$ cat config.mk
export PLATFORM = sky130hd
export DESIGN_NAME = axil_cmd_master
export DESIGN_NICKNAME = d
export VERILOG_FILES = /design/src/rtl/axil_cmd_master.sv
export SDC_FILE = /design/constraint.sdc
export NUM_CORES = 1
export LEC_CHECK = 0
export ABC_CLOCK_PERIOD_IN_PS = 6630
export CAP_MARGIN = 0
export CORE_MARGIN = 3
export CORE_UTILIZATION = 31
export CTS_BUF_LIST = sky130_fd_sc_hd__clkbuf_8
export DETAILED_ROUTE_END_ITERATION = 6
export PLACE_DENSITY = 0.73
export SYNTH_ARGS = -nofsm -noshare
export SYNTH_HDL_FRONTEND = slang
export SYNTH_SLANG_ARGS = --single-unit
$ cat constraint.sdc
create_clock -name axi_clk -period 6.63 [get_ports axi_clk]
set_input_delay 1.326 -clock axi_clk [delete_from_list [all_inputs] [get_ports axi_clk]]
set_output_delay 1.326 -clock axi_clk [all_outputs]
set_load 0.1 [all_outputs]
$ cat src/rtl/axil_cmd_master.sv
// AXI4-Lite master that executes one single-beat write or read per command and holds the result until consumed.
// Optional watchdog abort is compiled in with AXIL_CMD_MASTER_TIMEOUT_EN.
module axil_cmd_master #(
  parameter int ADDR_W         = 32,
  parameter int DATA_W         = 32,
  parameter int TIMEOUT_CYCLES = 256
) (
  input  logic              axi_clk,
  input  logic              axi_rst,
  input  logic              cmd_valid,
  output logic              cmd_ready,
  input  logic              cmd_write,
  input  logic [ADDR_W-1:0] cmd_addr,
  input  logic [DATA_W-1:0] cmd_wdata,
  input  logic [3:0]        cmd_wstrb,
  output logic              rsp_valid,
  input  logic              rsp_ready,
  output logic [DATA_W-1:0] rsp_rdata,
  output logic [1:0]        rsp_resp,
  output logic              rsp_timeout,
  output logic [ADDR_W-1:0] m_awaddr,
  output logic [2:0]        m_awprot,
  output logic              m_awvalid,
  input  logic              m_awready,
  output logic [DATA_W-1:0] m_wdata,
  output logic [3:0]        m_wstrb,
  output logic              m_wvalid,
  input  logic              m_wready,
  input  logic [1:0]        m_bresp,
  input  logic              m_bvalid,
  output logic              m_bready,
  output logic [ADDR_W-1:0] m_araddr,
  output logic [2:0]        m_arprot,
  output logic              m_arvalid,
  input  logic              m_arready,
  input  logic [DATA_W-1:0] m_rdata,
  input  logic [1:0]        m_rresp,
  input  logic              m_rvalid,
  output logic              m_rready,
  output logic [15:0]       wr_count,
  output logic [15:0]       rd_count
);

  typedef enum logic [2:0] {IDLE, WR, WB, RA, RD, RSP} state_t;

  state_t            state;
  logic [ADDR_W-1:0] addr_q;

`ifdef AXIL_CMD_MASTER_TIMEOUT_EN
  logic [15:0] wd;
`else
  assign rsp_timeout = 1'b0;
`endif

  // One latched address serves both channels; only one transaction is ever in flight.
  assign m_awaddr = addr_q;
  assign m_araddr = addr_q;
  assign m_awprot = 3'b000;
  assign m_arprot = 3'b000;

  always_ff @(posedge axi_clk or posedge axi_rst) begin
    if (axi_rst) begin
      state     <= IDLE;
      cmd_ready <= 1'b0;
      addr_q    <= '0;
      m_wdata   <= '0;
      m_wstrb   <= '0;
      m_awvalid <= 1'b0;
      m_wvalid  <= 1'b0;
      m_bready  <= 1'b0;
      m_arvalid <= 1'b0;
      m_rready  <= 1'b0;
      rsp_valid <= 1'b0;
      rsp_rdata <= '0;
      rsp_resp  <= 2'b00;
      wr_count  <= '0;
      rd_count  <= '0;
`ifdef AXIL_CMD_MASTER_TIMEOUT_EN
      wd          <= '0;
      rsp_timeout <= 1'b0;
`endif
    end else begin
      case (state)
        IDLE: begin
          cmd_ready <= 1'b1;
          if (cmd_valid && cmd_ready) begin
            cmd_ready <= 1'b0;
            addr_q    <= cmd_addr;
            m_wdata   <= cmd_wdata;
            m_wstrb   <= cmd_wstrb;
            if (cmd_write) begin
              state     <= WR;
              m_awvalid <= 1'b1;
              m_wvalid  <= 1'b1;
            end else begin
              state     <= RA;
              m_arvalid <= 1'b1;
            end
          end
        end
        WR: begin
          // A channel whose valid is already low has completed its handshake.
          if (m_awready) m_awvalid <= 1'b0;
          if (m_wready)  m_wvalid  <= 1'b0;
          if ((!m_awvalid || m_awready) && (!m_wvalid || m_wready)) begin
            state    <= WB;
            m_bready <= 1'b1;
          end
        end
        WB: begin
          if (m_bvalid) begin
            m_bready  <= 1'b0;
            rsp_valid <= 1'b1;
            rsp_rdata <= '0;
            rsp_resp  <= m_bresp;
            wr_count  <= wr_count + 16'd1;
            state     <= RSP;
          end
        end
        RA: begin
          if (m_arready) begin
            m_arvalid <= 1'b0;
            m_rready  <= 1'b1;
            state     <= RD;
          end
        end
        RD: begin
          if (m_rvalid) begin
            m_rready  <= 1'b0;
            rsp_valid <= 1'b1;
            rsp_rdata <= m_rdata;
            rsp_resp  <= m_rresp;
            rd_count  <= rd_count + 16'd1;
            state     <= RSP;
          end
        end
        RSP: begin
          if (rsp_ready) begin
            rsp_valid <= 1'b0;
            cmd_ready <= 1'b1;
            state     <= IDLE;
          end
        end
        default: state <= IDLE;
      endcase

`ifdef AXIL_CMD_MASTER_TIMEOUT_EN
      if (state == IDLE && cmd_valid && cmd_ready) begin
        wd          <= '0;
        rsp_timeout <= 1'b0;
      end else if (state == WR || state == WB || state == RA || state == RD) begin
        if (wd == 16'(TIMEOUT_CYCLES - 1)) begin
          // Abort overrides any handshake this cycle; valids drop without completing.
          m_awvalid   <= 1'b0;
          m_wvalid    <= 1'b0;
          m_bready    <= 1'b0;
          m_arvalid   <= 1'b0;
          m_rready    <= 1'b0;
          rsp_valid   <= 1'b1;
          rsp_rdata   <= '0;
          rsp_resp    <= 2'b11;
          rsp_timeout <= 1'b1;
          wr_count    <= wr_count;
          rd_count    <= rd_count;
          state       <= RSP;
        end else begin
          wd <= wd + 16'd1;
        end
      end
`endif
    end
  end

endmodule

Word level (Yosys, flattened, before mapping)
Index checks and enable logic that the tools add are counted.
- $add $sub $neg: 2
- equality and inequality tests: 15
- multiplexer cells: 37
- reductions and logical operators: 26
- operator list (cell ; count):
    $mux 32 ; 2
    $pmux 32 s2 ; 1
    $add 16x1->16 const B ; 2
    $ne 2x2->1 const B ; 10
    $mux 3 ; 6
    $pmux 3 s6 ; 1
    $mux 1 ; 16
    $reduce_and 4->1 ; 4
    $pmux 1 s2 ; 6
    $reduce_bool 2->1 ; 6
    $reduce_and 3->1 ; 3
    $reduce_and 2->1 ; 4
    $eq 3x2->1 const B ; 2
    $eq 3x3->1 const B ; 2
    $mux 2 ; 3
    $reduce_and 6->1 ; 1
    $pmux 2 s2 ; 1
    $eq 3x1->1 const B ; 1
    $logic_not 3->1 ; 1
    $pmux 1 s3 ; 1
    $reduce_bool 3->1 ; 1
    $logic_and 1x1->1 ; 2
    $logic_not 1->1 ; 2
    $logic_or 1x1->1 ; 2
- flip-flop bits (word level): 144
- input port bits: 114
- word-level logic and storage cells: 95

Logic depth before layout (Yosys ltp)
Gate-level depths: netlist of run 1.
- depth in word-level cells: 5
- depth in mapped cells: 7
- mapped depth without buffers: 4

Worst setup path before layout of run 1
No wires, ideal clock.
- path kind: reg-to-output
- start point: register addr_q[10] (netlist: m_araddr[10])
- end point: output port m_awaddr[10]
- arrival: 1337 ps
- data required time: 5304 ps
- path slack: 3967 ps
- cell stages (with the launch flop): 2
- cell sequence: dfrtp_1 > buf_4
- RTL lines (item ; RTL line ; text):
    start: declaration ; 47 ; logic [ADDR_W-1:0] addr_q;
    start signal: assignment ; 88 ; addr_q <= cmd_addr;
    end: declaration ; 21 ; output logic [ADDR_W-1:0] m_awaddr,
No word-level cell between the ends.

Final worst setup path of run 1
- start point: register wr_count[2]
- end point: output port wr_count[2]
- RTL lines (item ; RTL line ; text):
    start: declaration ; 40 ; output logic [15:0] wr_count,
    start signal: assignment ; 116 ; wr_count <= wr_count + 16'd1;
No word-level cell between the ends.

==> results of run 1 <==
[metrics by stage]
stage	setup slack (ps)	area (um2)	std cells	hold slack, ps
floorplan	1440	6170	531	659
global placement	3040	9000	1017	449
detailed placement	3030	9000	1017	455
CTS	3160	9440	1049	474
global route	3120	9440	1049	487
finish	3210	9440	1049	469
[cells in the mapped netlist (3+ instances only)]
cell type / n
a21oi_1: 9
and3_1: 5
and4_1: 6
buf_2: 14
buf_4: 41
clkbuf_1: 8
dfrtp_1: 144
inv_1: 6
mux2_1: 9
mux2_2: 61
mux2i_1: 3
nand2_1: 89
nand3_1: 43
nand4_1: 11
nor2_1: 9
nor3b_1: 3
o21ai_0: 6
o21ai_1: 3
xnor2_1: 26
xor2_1: 5
[metal layers]
metal | vias to the layer above | part of all wire [%]
li1 | 2229 | -
met1 | 2328 | 41
met2 | 198 | 50
met3 | 12 | 7.8
met4 | 2 | 1.1
met5 | - | 0.070
[registers in the layout (all words and copies together) (netlist names), 2 cells and up]
register and count:
rd_count 16, m_wstrb 4, rsp_rdata 32, state 3
rsp_resp 2, wr_count 16, m_wdata 32, m_araddr 32
[final timing paths]
kind                              startpoint             to  slack (ps)
worst min-delay path            rsp_rdata[9]   rsp_rdata[9]         470
max in group asynchronous            axi_rst      m_arvalid        4060
worst max register to register      state[1]   m_araddr[27]        3970
worst min register to register  rsp_rdata[9]   rsp_rdata[9]         470
worst max-delay path             wr_count[2]    wr_count[2]        3210
min in group asynchronous            axi_rst  rsp_rdata[14]        1500
[layout make-up]
type | count | area, um2 | share of cell area, %
multi-input combinational | 316 | 2150 | 22.8
clock buffer | 18 | 248 | 2.62
sequential | 144 | 3600 | 38.2
clock inverter | 14 | 189 | 2.00
inverter | 6 | 27.5 | 0.292
timing repair buffer | 291 | 2900 | 30.7
tap | 260 | 325 | 3.45
[cells by family after synthesis]
kind of cell,after synthesis
adder cells (fa/ha/maj),2
flip-flops,144
buffers and inverters,71
XOR/XNOR,31
AO/OA/AOI/OAI,25
AND/OR/NAND/NOR,178
other,1
multiplexers,73
[placed cells by master, fill, tap and decap left out, drive strengths merged, types with 2 or more instances in the layout]
cell type and instances:
mux2 70, xor2 5, dfrtp 144, buf 6, inv 10, o21ai 9, clkbuf 18, nor2b 2
and3 5, conb 7, nor3b 3, a21oi 9, bufinv 4, a31oi 2, clkdlybuf4s50 285, nor3 2
mux2i 3, and4 6, ha 2, nand2 89, nand3 43, clkinvlp 4, nand4 11, xnor2 26
clkinv 2, nor2 11
==> results by group, run 1 <==
Global routing
  – Gr ovfl total: 0
  – Initial antenna violation count: 1
  – Largest net degree at the start of global routing: 113
  – First-pass GRT wire length: 27400 um
  – Vias in the first global route: just under 5000
  – Met2 Use GR: 27.0%
  – GR Util All Layers: 15.9%
  – Global routing usage on met3: 5.61%
  – GRT busiest layer: met2
  – GR Util met1: between 10% and 20%

Clocking
  – Bufs on Longest Clock Path: 2
  – Post-CTS Resized: 0
  – Post-CTS setup buffers: 0
  – # hold bufs at CTS: 0
  – H-tree depth: 4
  – Clk slew on worst S/H paths: 80 ps
  – Skew-Pair Late Insertion Delay: 440 ps
  – CTS Buf Count: 17
  – Root buffer cell: clkbuf_8
  – CTS tree: built
  – Clk sinks: 144

Synthesis
  – Top FF cell, synth: dfrtp_1
  – Simple-Gate Fraction of Synth Area: approximately 14%
  – Multiplexer share of the synthesized area: 13.3%
  – Largest family of logic cells by synthesized area: simple AND/OR/NAND/NOR gates
  – Synth cell types: 38
  – Top-area cell type share of the netlist area: between 50% and 60%
  – Compound-gate portion of the synthesized area: 2.36%
  – Synth area leader: dfrtp_1
  – Synth Area in XOR/XNOR: under 10%
  – Post-synthesis sequential area ratio: 58.6%
  – Largest cells by area after synthesis: dfrtp_1 (59%), mux2_2 (11%), nand2_1 (5.4%)
  – Adder-Cell Fraction of Synth Area: 0.407%
  – Asr flop ratio synth: 100%
  – Mapped Avg Cell Area: around 12 um2
  – Synthesized cell area: approximately 6200 um2
  – Seq cells post-synth: 144
  – Syn Inst Count: ~530
  – EDFF count, synth: 0
  – Synth Warn #: 0

Worst setup path
  – Critical Path Slowest Stage Cell: clkdlybuf4s50_1
  – Cells along the critical path: clkdlybuf4s50_1
  – Top delay family on crit path: buffers and inverters
  – Max FO, Critical Path: 7
  – FF-to-FF path depth: 5
  – Setup crit start kind: register
  – Crit path capture type: output port
  – WP depth: 1
  – Crit Path Category: reg -> out
  – Buf+Inv Stages, Crit Path: 1
  – CP required: 5300 ps
  – WP data arrival: 2100 ps
  – Max incr delay on CP: ~1200 ps

Die
  – Starting Density: 32.2%
  – DIE AREA: 21600 um2
  – FP Rows: 50
  – Die Width: 147 um
  – Die height: between 100 and 150 um
  – Core ar.: 19100 um2
  – IO Pins: 294

Drt
  – 1st-iter DRT viols: 167
  – Routed Antenna Nets: 0
  – Post-DR vias/cell: 4.55
  – Final wirelength: 17200 um
  – DRC: 0
  – Wire per inst: ~16 um
  – Pre-antenna DRT Iters: 4
  – Via count: approximately 4800

Layout
  – Ant diodes: 0
  – NumNets Final: 892
  – Layout cells sized above 1: 12.9%
  – Synthesis-to-finish area growth: 53.5%
  – Final core utilization: 49.5%
  – # fillers: around 1700

Timing
  – RSZ-0062 raised after global routing: false
  – Least-Margin Pin Slew: 1070 ps
  – Tmin final: 3420 ps
  – Worst rel slew slack: 28.5%
  – Worst Skew: about 16 ps
  – Final Max Tran Viols: 0
  – Setup-failing EPs final: 0
  – Setup_tns: 0 ps
  – Final Cycle Share: 51.6%
  – Fmax: slightly below 0.3 GHz
  – Final hold vios: 0

Placement
  – I/O Buffers: 286
  – GPL Wtd Cong: 0.762
  – Detailed placement HPWL: 12600 um

Worst hold path
  – Hold WC Path Type: reg -> reg
  – Cell depth of the worst hold path: 2

Flow run
  – Max_cap viols: 0

Outcome
  – Outcome: finished, final reports clean
Power of run 1 is not shown: default switching activity piles up to over one toggle a cycle in this logic, so the estimate is an artifact.
==> inputs of run 2 (changes only) <==
--- a/config.mk
+++ b/config.mk
@@ -5,13 +5,13 @@
 export SDC_FILE = /design/constraint.sdc
 export NUM_CORES = 1
 export LEC_CHECK = 0
-export ABC_CLOCK_PERIOD_IN_PS = 6630
+export ABC_CLOCK_PERIOD_IN_PS = 2900
 export CAP_MARGIN = 0
 export CORE_MARGIN = 3
 export CORE_UTILIZATION = 31
 export CTS_BUF_LIST = sky130_fd_sc_hd__clkbuf_8
 export DETAILED_ROUTE_END_ITERATION = 6
-export PLACE_DENSITY = 0.73
+export PLACE_DENSITY = 0.75
 export SYNTH_ARGS = -nofsm -noshare
 export SYNTH_HDL_FRONTEND = slang
 export SYNTH_SLANG_ARGS = --single-unit
==> constraint.sdc (replaced) <==
create_clock -name axi_clk -period 2.9 [get_ports axi_clk]
set_input_delay 0.58 -clock axi_clk [delete_from_list [all_inputs] [get_ports axi_clk]]
set_output_delay 0.58 -clock axi_clk [all_outputs]
set_load 0.1 [all_outputs]
==> results by group, run 2 (same netlist as run 1, synthesis figures left out) <==
Outcome
  – Outcome: finished, final reports clean

Clocking
  – Skew-Pair Late Insertion Delay: 440 ps
  – Clk sinks: 144
  – H-tree depth: 4
  – # hold bufs at CTS: 0
  – Post-CTS Resized: 0
  – CTS Buf Count: 17
  – Bufs on Longest Clock Path: 2
  – Post-CTS setup buffers: 0
  – CTS tree: built
  – Root buffer cell: clkbuf_8
  – Clk slew on worst S/H paths: about 90 ps

Die
  – Starting Density: between 30% and 40%
  – Die height: ~150 um
  – Core ar.: 19100 um2
  – Die Width: between 100 and 150 um
  – FP Rows: 50
  – DIE AREA: 21600 um2
  – IO Pins: 294

Drt
  – Post-DR vias/cell: 4.53
  – Via count: 4780
  – DRC: 0
  – Pre-antenna DRT Iters: 6
  – Wire per inst: 15.6 um
  – 1st-iter DRT viols: around 110
  – Final wirelength: 16500 um
  – Routed Antenna Nets: 0

Worst setup path
  – CP required: 3220 ps
  – Crit Path Category: reg -> reg
  – Crit path capture type: register
  – Max FO, Critical Path: 58
  – WP data arrival: 2340 ps
  – Setup crit start kind: register

Placement
  – Post-DP Area: 8670 um2
  – Detailed placement HPWL: 12400 um
  – I/O Buffers: 286
  – GPL Wtd Cong: 0.759

Timing
  – Setup_tns: 0 ps
  – Final hold vios: 0
  – RSZ-0062 raised after global routing: false
  – Fmax: 0.496 GHz
  – Worst Skew: between 10 and 15 ps
  – Final Cycle Share: 69.5%
  – Final Max Tran Viols: 0
  – Worst rel slew slack: between 50 and 60%
  – Least-Margin Pin Slew: 675 ps
  – Setup-failing EPs final: 0
  – Tmin final: 2020 ps

Layout
  – Most common cell after layout, fill and taps aside: buf_4
  – Synthesis-to-finish area growth: 47.6%
  – Design area: 9080 um2
  – Register area: 3600 um2
  – Multi-input gate area: roughly 2200 um2
  – Layout cells sized above 1: 35.5%
  – Most frequent cells in the layout: buf_4 (180), dfrtp_1 (144), clkdlybuf4s50_1 (113)
  – # fillers: 1787
  – NumNets Final: 898

Global routing
  – Largest net degree at the start of global routing: 59
  – Vias in the first global route: slightly below 5000
  – Gr ovfl total: 0
  – Initial antenna violation count: 1
  – GR Util All Layers: 15.2%
  – First-pass GRT wire length: 26200 um

Worst hold path
  – Hold WC Path Type: reg -> reg

Flow run
  – Max_cap viols: 0
==> run 2: stage by stage <==
stage,hold slack (ps),utilization (%),setup slack (ps),instances
2_1_floorplan,659,-,515,531
4_1_cts,480,47.6,867,1055
6_report,472,47.6,884,1056
3_5_place_dp,458,45.4,510,1023
3_3_place_gp,452,45.4,538,1023
5_1_grt,490,47.6,747,1056
==> run 2: final timing paths <==
kind	startpoint	end	cells past startpoint	slack [ps]
worst max-delay path	state[1]	m_wdata[4]	5	880
worst min-delay path	rsp_rdata[17]	rsp_rdata[17]	2	470
worst max register to register	state[1]	m_wdata[4]	5	880
worst min register to register	rsp_rdata[17]	rsp_rdata[17]	2	470
max in group asynchronous	axi_rst	m_araddr[17]	3	1770
min in group asynchronous	axi_rst	m_araddr[29]	2	540
==> run 2: area by class of cell <==
type,instances,share of cell area [%]
Sequential cell,144,39.7
Clock inverter,15,1.92
Tap cell,260,3.58
Antenna cell,1,0.0276
Clock buffer,17,2.58
Multi-Input combinational cell,316,23.7
Inverter,6,0.289
Timing Repair Buffer,297,28.2
==> run 2: critical path, stage by stage (launching register included) <==
cell and delay [ps]:
dfrtp_1 560, nor2_2 300, nand3_1 170, nor2_4 150
buf_12 300, mux2_2 390
==> run 2: routing by layer <==
layer  routed length, um  share of wire, %  track usage [%]  vias to the layer above
met4                 297               1.8             4.94                        0
met2                8090                49             26.1                      206
li1                    -                 -                -                     2245
met1                6500                39             17.2                     2314
met3                1610               9.8             6.45                       15
met5                   0                 0                0                        -
Power of run 2 is left out for the same reason.
